===== config.mk =====
export PLATFORM = sky130hd
export DESIGN_NAME = ram_port_arbiter
export DESIGN_NICKNAME = d
export VERILOG_FILES = /design/src/rtl/oap_ram_pkg.sv /design/src/rtl/rr_pick.sv /design/src/rtl/ram_port_arbiter.sv
export SDC_FILE = /design/constraint.sdc
export NUM_CORES = 1
export LEC_CHECK = 0
export CORE_AREA = 2 2 120 122
export CTS_BUF_LIST = sky130_fd_sc_hd__clkbuf_16
export DETAILED_ROUTE_END_ITERATION = 10
export DIE_AREA = 0 0 122 124
export GPL_TIMING_DRIVEN = 0
export PLACE_DENSITY = 0.58
export SYNTH_ARGS = -nofsm -noshare
export SYNTH_HDL_FRONTEND = slang
export SYNTH_SLANG_ARGS = --single-unit

===== constraint.sdc =====
create_clock -name clk -period 5.1 [get_ports clk]
set_input_delay 1.02 -clock clk [delete_from_list [all_inputs] [get_ports clk]]
set_output_delay 1.02 -clock clk [all_outputs]
set_load 0.05 [all_outputs]

===== src/rtl/oap_ram_pkg.sv =====
// Shared constants and request record for arbiters in front of the 4096x32 block RAM.
package oap_ram_pkg;

    localparam int RAM_AW    = 12;
    localparam int RAM_DW    = 32;
    localparam int MAX_PORTS = 8;

    typedef struct packed {
        logic              rnw;
        logic              lock;
        logic [RAM_AW-1:0] addr;
        logic [RAM_DW-1:0] wdata;
    } ram_req_t;

endpackage


===== src/rtl/rr_pick.sv =====
// Combinational round-robin picker: first request from ptr upward, or only the owner when masked.
module rr_pick #(
    parameter int N  = 4,
    parameter int IW = 2
) (
    input  logic [N-1:0]  req,
    input  logic [IW-1:0] ptr,
    input  logic          mask_en,
    input  logic [IW-1:0] owner,
    output logic [N-1:0]  gnt,
    output logic [IW-1:0] idx
);

    always_comb begin
        int            sum;
        logic [IW-1:0] j;
        logic          found;
        gnt   = '0;
        idx   = '0;
        sum   = 0;
        j     = '0;
        found = 1'b0;
        if (mask_en) begin
            if (req[owner]) begin
                gnt[owner] = 1'b1;
                idx        = owner;
            end
        end else begin
            for (int k = 0; k < N; k++) begin
                sum = int'(ptr) + k;
                if (sum >= N) sum = sum - N;
                j = IW'(sum);
                if (!found && req[j]) begin
                    found  = 1'b1;
                    gnt[j] = 1'b1;
                    idx    = j;
                end
            end
        end
    end

endmodule


===== src/rtl/ram_port_arbiter.sv =====
// Round-robin arbiter sharing one single-port block RAM among NPORTS requesters, with locked bursts.
module ram_port_arbiter
    import oap_ram_pkg::*;
#(
    parameter int NPORTS = 4,
    parameter int AW     = RAM_AW,
    parameter int DW     = RAM_DW
) (
    input  logic              clk,
    input  logic              reset,
    input  logic [NPORTS-1:0] req,
    input  logic [NPORTS-1:0] rnw,
    input  logic [NPORTS-1:0] lock,
    input  logic [NPORTS*AW-1:0] addr,
    input  logic [NPORTS*DW-1:0] wdata,
    output logic [NPORTS-1:0] gnt,
    output logic [NPORTS-1:0] rvalid,
    output logic [DW-1:0]     rdata,
    output logic              ram_cs,
    output logic              ram_rnw,
    output logic [AW-1:0]     ram_addr,
    output logic [DW-1:0]     ram_din,
    input  logic [DW-1:0]     ram_dout
);

    localparam int IW = (NPORTS > 2) ? $clog2(NPORTS) : 1;

    if (NPORTS < 2 || NPORTS > MAX_PORTS) begin : g_bad_nports
        $error("ram_port_arbiter: NPORTS must be in 2..8");
    end

    logic [IW-1:0]     ptr;
    logic              owner_vld;
    logic [IW-1:0]     owner_id;
    logic [NPORTS-1:0] rv_q;
    logic [NPORTS-1:0] pick_gnt;
    logic [IW-1:0]     win;
    logic              rd_sel;

    function automatic logic [IW-1:0] next_idx(input logic [IW-1:0] i);
        return (int'(i) == NPORTS - 1) ? '0 : i + 1'b1;
    endfunction

    rr_pick #(
        .N  (NPORTS),
        .IW (IW)
    ) u_pick (
        .req     (req),
        .ptr     (ptr),
        .mask_en (owner_vld),
        .owner   (owner_id),
        .gnt     (pick_gnt),
        .idx     (win)
    );

    // Reset gates the grant combinationally so the RAM sees no access while it is held.
    assign gnt    = pick_gnt & {NPORTS{~reset}};
    assign ram_cs = |gnt;
    assign rvalid = rv_q;
    assign rdata  = ram_dout;

    always_comb begin
        ram_addr = '0;
        ram_din  = '0;
        rd_sel   = 1'b0;
        for (int i = 0; i < NPORTS; i++) begin
            ram_addr = ram_addr | (addr[i*AW +: AW] & {AW{gnt[i]}});
            ram_din  = ram_din  | (wdata[i*DW +: DW] & {DW{gnt[i]}});
            rd_sel   = rd_sel   | (rnw[i] & gnt[i]);
        end
    end

    assign ram_rnw = rd_sel | ~ram_cs;

    always_ff @(posedge clk or posedge reset) begin
        if (reset) begin
            ptr       <= '0;
            owner_vld <= 1'b0;
            owner_id  <= '0;
            rv_q      <= '0;
        end else begin
            rv_q <= gnt & rnw;
            if (|gnt) begin
                if (lock[win]) begin
                    owner_vld <= 1'b1;
                    owner_id  <= win;
                    if (!owner_vld) ptr <= next_idx(win);
                end else begin
                    owner_vld <= 1'b0;
                    ptr       <= next_idx(win);
                end
            end else if (owner_vld && !req[owner_id]) begin
                // Owner walked away without finishing the burst: free the RAM this edge.
                owner_vld <= 1'b0;
                ptr       <= next_idx(owner_id);
            end
        end
    end

endmodule

== Word level (Yosys, flattened, before mapping) ==
Cells that the tools add are included.
Cells by class
  add/sub/neg operators: 9
  $lt $le $gt $ge: 15
  equal/unequal tests: 3
  mux-type cells: 60
  bitwise gates (word level): 29
  reduce and logical (&&, ||, !) cells: 17
Operator list (count)
  AND 32 bit: 4
  bitwise OR 32 bit: 3
  AND 12 bit: 4
  two-way mux 2 bit: 20
  two-way mux 4 bit: 9
  bitwise OR 12 bit: 3
  two-way mux 1 bit: 20
  less-than comparator 2 x 3 -> 1 bit (second input constant): 6
  binary-select mux 1 bit (select 2 bit): 6
  bitwise OR 4 bit: 3
  demux 1 bit (select 2 bit): 5
  >= comparator 2 x 1 -> 1 bit (second input constant): 5
  >= comparator 3 bit (second input constant): 3
  logical AND 1 bit: 9
  AND 4 bit: 2
  subtractor 2 x 1 -> 2 bit (second input constant): 4
  adder 2 x 2 -> 3 bit (second input constant): 2
  adder 2 x 1 -> 2 bit (second input constant): 2
  AND 1 bit: 4
  == test 2 x 1 -> 1 bit (second input constant): 2
  zero test 1 bit: 4
  bitwise OR 1 bit: 4
  AND reduction 2 bit: 2
  OR reduction 4 bit: 1
  5 further kinds: 6
Storage, ports and cells
  register bits: 9
  word-level logic and storage cells: 137

== Longest topological paths before layout ==
Gate-level depths: netlist of run 1.
  depth in word-level cells: 25
  mapped depth: 14
  depth with buffers taken out: 10

== By module ==
From an unflattened synthesis of run 1, not the netlist that was laid out.
Unflattened totals
  cells, all modules: 289
  area, all modules: 2170.8 um^2
Modules (own cells, without submodules)
  ram_port_arbiter: instances 1, cells an instance 225, area an instance 1636.6 um^2, sequential area each 225.2 um^2
  rr_pick: instances 1, cells an instance 64, area an instance 534.3 um^2, sequential area each 0.0 um^2

== Least setup slack after synthesis of run 1 ==
Ideal clock, no wire load.
  kind: register to output
  start: register ptr[0]
  end: output port ram_din[22]
  arrival time: 4004 ps
  required time: 4080 ps
  path slack: 76 ps
  cell stages (with the launch flop): 14
  path through: dfrtp_1 -> buf_2 -> buf_4 -> inv_1 -> ha_1 -> clkbuf_1 -> nor2b_1 -> or4b_1 -> a31oi_1 -> a221o_1 -> clkbuf_1 -> clkbuf_1 -> a22oi_1 -> nand2_1
RTL lines
  start: declaration: line ram_port_arbiter.sv:32  | logic [IW-1:0] ptr;
  start signal: assignment: line ram_port_arbiter.sv:87  | if (!owner_vld) ptr <= next_idx(win);
  start signal: assignment: line ram_port_arbiter.sv:90  | ptr <= next_idx(win);
  start signal: assignment: line ram_port_arbiter.sv:95  | ptr <= next_idx(owner_id);
  branches (longest 17 deep; another with adder 2 x 1 -> 3 bit)
  two-way mux 4 bit (*): line rr_pick.sv:33  | if (!found && req[j]) begin
  two-way mux 4 bit (*): line rr_pick.sv:23  | if (mask_en) begin
  AND 4 bit (*): line ram_port_arbiter.sv:57  | assign gnt = pick_gnt & {NPORTS{~reset}};
  net gnt[3]: line ram_port_arbiter.sv:16  | output logic [NPORTS-1:0] gnt,
  AND 32 bit (*): line ram_port_arbiter.sv:68  | ram_din = ram_din | (wdata[i*DW +: DW] & {DW{gnt[i]}});
  bitwise OR 32 bit (*): line ram_port_arbiter.sv:68
  end: declaration: line ram_port_arbiter.sv:22  | output logic [DW-1:0] ram_din,
Mark *: on every way through the listed nets, which the timed path passes. The select of a mux whose other input is x is not followed.

== Worst setup path in the final report of run 1 ==
  start: register ptr[0]
  end: output port ram_rnw
Between the ends
  cells in the longest elaborated chain, start to end: 25
Ends and longest elaborated chain
  branches (longest 17 deep; another with adder 2 x 1 -> 3 bit)
  two-way mux 4 bit (*): line rr_pick.sv:33
  two-way mux 4 bit (*): line rr_pick.sv:23
  AND 4 bit (*): line ram_port_arbiter.sv:57
  AND 1 bit: line ram_port_arbiter.sv:69  | rd_sel = rd_sel | (rnw[i] & gnt[i]);
  bitwise OR 1 bit (3 in a row): line ram_port_arbiter.sv:69
  bitwise OR 1 bit (*): line ram_port_arbiter.sv:73  | assign ram_rnw = rd_sel | ~ram_cs;
  end: declaration: line ram_port_arbiter.sv:20  | output logic ram_rnw,
Every way passes the cells marked *. The select of a mux whose other input is x is not followed.

==> results of run 1 <==
## registers in the layout (all words and copies together) (netlist names)
name and flops:
owner_vld 1, rvalid 4, ptr 2, owner_id 2
## worst max-delay path by stage
| stage | endpoint | slack, ns | depth (start not counted) | from |
|---|---|---|---|---|
| final | ram_rnw | 0.18 | 13 | ptr[0]$_DFFE_PP0P_ |
| after global routing | gnt[3] | 0.00008 | 11 | ptr[0]$_DFFE_PP0P_ |
| after CTS | ram_din[26] | -0.004 | 11 | req[3] |
| after detailed placement | ram_din[26] | -1.04 | 14 | ptr[0]$_DFFE_PP0P_ |
| after global placement | ram_din[28] | -0.96 | 14 | ptr[0]$_DFFE_PP0P_ |
| after floorplan | ram_din[22] | 0.08 | 13 | ptr[0]$_DFFE_PP0P_ |
## final cells by class
type	count	area share, %
timing repair buffer	274	48.2
tap	180	4.28
clock buffer	3	1.43
buffer	60	8.07
inverter	8	0.571
multi-input combinational	238	33.1
clock inverter	1	0.0714
sequential	9	4.28
## where the power goes
part / internal, mW / switching (mW)
sequential: 0.104 / 0.0443
clock: 0.103 / 0.0355
combinational: 1.06 / 2.29
total: 1.26 / 2.37
## through the flow
step	worst slack, ns	area [um^2]	util, %
CTS	-0.00443	5310	38.7
global route	0.0000751	5260	38.3
global placement	-0.957	5310	38.7
detailed placement	-1.04	5310	38.7
floorplan	0.0761	2340	-
finish	0.184	5260	38.3
## kinds of logic (layout without fill, tap and decap cells)
logic type | count (synthesis) | count (layout) | synth area share, %
xor+xnor | 1 | 1 | 0.374
mux | 17 | 17 | 9.89
flops | 9 | 9 | 9.63
compound gates | 122 | 122 | 39.4
buf+inv | 69 | 346 | 16.9
simple gates | 86 | 86 | 17.4
fa+ha+maj | 12 | 12 | 6.42
## critical path, stage by stage, from the launching register on
cell     delay, ns
dfrtp_1       0.43
buf_2         0.24
buf_4         0.20
inv_1         0.16
ha_4          0.37
mux2_2        0.36
a221o_1       0.34
o221a_1       0.23
a221o_1       0.29
or4_1         0.49
buf_4         0.20
nand2_1       0.06
or3_1         0.11
buf_6         0.16
## metal layers
| layer | vias to the layer above | part of all wire (%) | global-route usage (%) |
|---|---|---|---|
| met5 | - | 0.20 | 0 |
| met4 | 4 | 1.1 | 2.16 |
| met3 | 13 | 9.4 | 4.44 |
| met2 | 203 | 52 | 30.2 |
| met1 | 1648 | 37 | 17.7 |
| li1 | 1717 | - | - |
## repair_timing
| action | in CTS | in global routing |
|---|---|---|
| gates resized for setup | 231 | 38 |
| setup endpoints to repair | 50 | 50 |
| hold endpoints to repair | 0 | 0 |
| hold buffers | 0 | 0 |
| cloned | 0 | 0 |
| setup buffers | 0 | 0 |
## placed cells by master, fill, tap and decap left out, drive strengths merged, types with 2 or more instances in the layout
| cell | count |
|---|---|
| buf | 81 |
| dlygate4sd2 | 4 |
| nor3 | 2 |
| a21boi | 2 |
| clkdlybuf4s15 | 3 |
| clkdlybuf4s50 | 223 |
| and2 | 5 |
| o21a | 3 |
| inv | 9 |
| mux2i | 4 |
| a22oi | 88 |
| dfrtp | 9 |
| mux2 | 9 |
| a221o | 5 |
| nor2 | 6 |
| nand2 | 50 |
| nor3b | 2 |
| clkbuf | 25 |
| a21oi | 8 |
| or2 | 2 |
| a31oi | 3 |
| and3 | 3 |
| nor2b | 6 |
| nand2b | 3 |
| o21ai | 8 |
| ha | 12 |
| mux4 | 4 |
==> metrics.txt, run 1 <==
Slew Viols, Final 0; Slew HR between 60% and 70%; IO Pins between 300 and 400; Worst Setup End Kind output port; Finished Layout Cells 773; netlist area before placement 2340 um^2; Synth Warn # 0; Clock Tree Buf Depth 2; number of synthesized flops with an enable pin 0; Placement Rows between 40 and 50; clk sinks 9; status completed; hold endpoint owner_id[0]$_DFFE_PP0P_; Placer Congestion 0.816; cell taking the most area after synthesis a22oi_1; critical path startpoint category flip-flop; die extent in x 122 um; nets@finish ~830; # fillers approximately 1500; number of global-route vias before repair ~3600; layout cells sized above 1 between 20 and 25%; Area Overhead vs Synth 125%; Hold WS just over 0.7 ns; leakage power ~2.3 nW; TNS Setup 0 ns; Setup CP Type flip-flop to output port; Setup Viol. Count Final 0; Area contributors post-synth a22oi_1, buf_4, dfrtp_1; RSZ-0062 raised after global routing no; Routed Antenna Nets 0; grt total ovfl 0; Initial Utilization between 10% and 20%; DR WL/cell between 15 and 20 um; post-synthesis area per instance ~7.4 um^2; Synth Net Count 550; Total GRT Usage around 16%; CP arrival a little under 4 ns; initial antenna violation count 2; Hold Crit Class flip-flop to flip-flop; wirelength, routed ~14000 um; Crit path required time just over 4 ns; largest net degree at the start of global routing 11; CTS tree yes; DRC 0; PD cells around 700 nW/um^2; Final Hold Fails 0; DRT iter0 DRCs about 130; DIE AREA 15100 um^2; maximum clock rate a little over 200 MHz; Core ar. ~14000 um^2; Critical R2R Launch ptr[0]$_DFFE_PP0P_; WHS Path Cells 1; worst reg-to-reg setup slack 0.95 ns; Clock Tree Root clkbuf_16; Worst R2R End ptr[1]$_DFFE_PP0P_; Hold Startpoint owner_id[0]$_DFFE_PP0P_; Synth top cells by count a22oi_1, nand2_1, buf_4, clkbuf_1, ha_1; vias per cell roughly 4.6; Least-Margin Pin Slew 0.576 ns; clock latency on the worst-skew pair 0.24 ns; area occupied by multi-input gates 1740 um^2; Final min period around 4.9 ns; routed via count ~3600; Clk pin slew, worst setup/hold paths about 0.040 ns; CP Max Fanout 10; Power Total about 3.6 mW; first drt pass iteration count 4; R2R depth 13; Synth cell types 45; first-pass GRT wire length between 15000 and 20000 um; Gate Count Post-Synth 316; period utilisation layout between 90% and 100%; # diodes 0; Yosys top cell area share 28.2%; Seq/Total Area, Yosys roughly a tenth; Worst Skew 0.00258 ns; Post-DP HPWL about 12000 um; Placed Cells incl. Taps between 700 and 800; peak supply drop between 0.2 and 0.3 mV; FFs w/ async S/R, synth 100%; most numerous cell in the Yosys netlist a22oi_1; ys flop type dfrtp_1; total CTS buffers 3; register area roughly 230 um^2; # port buffers ~270; Seq cells post-synth 9; H-tree Lvls 1; Die Ht approximately 120 um; maxcap violations 0
No activity file was read; power rests on OpenSTA's default activity.
==> run 2, diff against run 1 <==
- CTS_CLUSTER_SIZE: unset -> 25
==> results of run 2 <==
The final DEF is identical to that of run 1; final timing and power are the same.
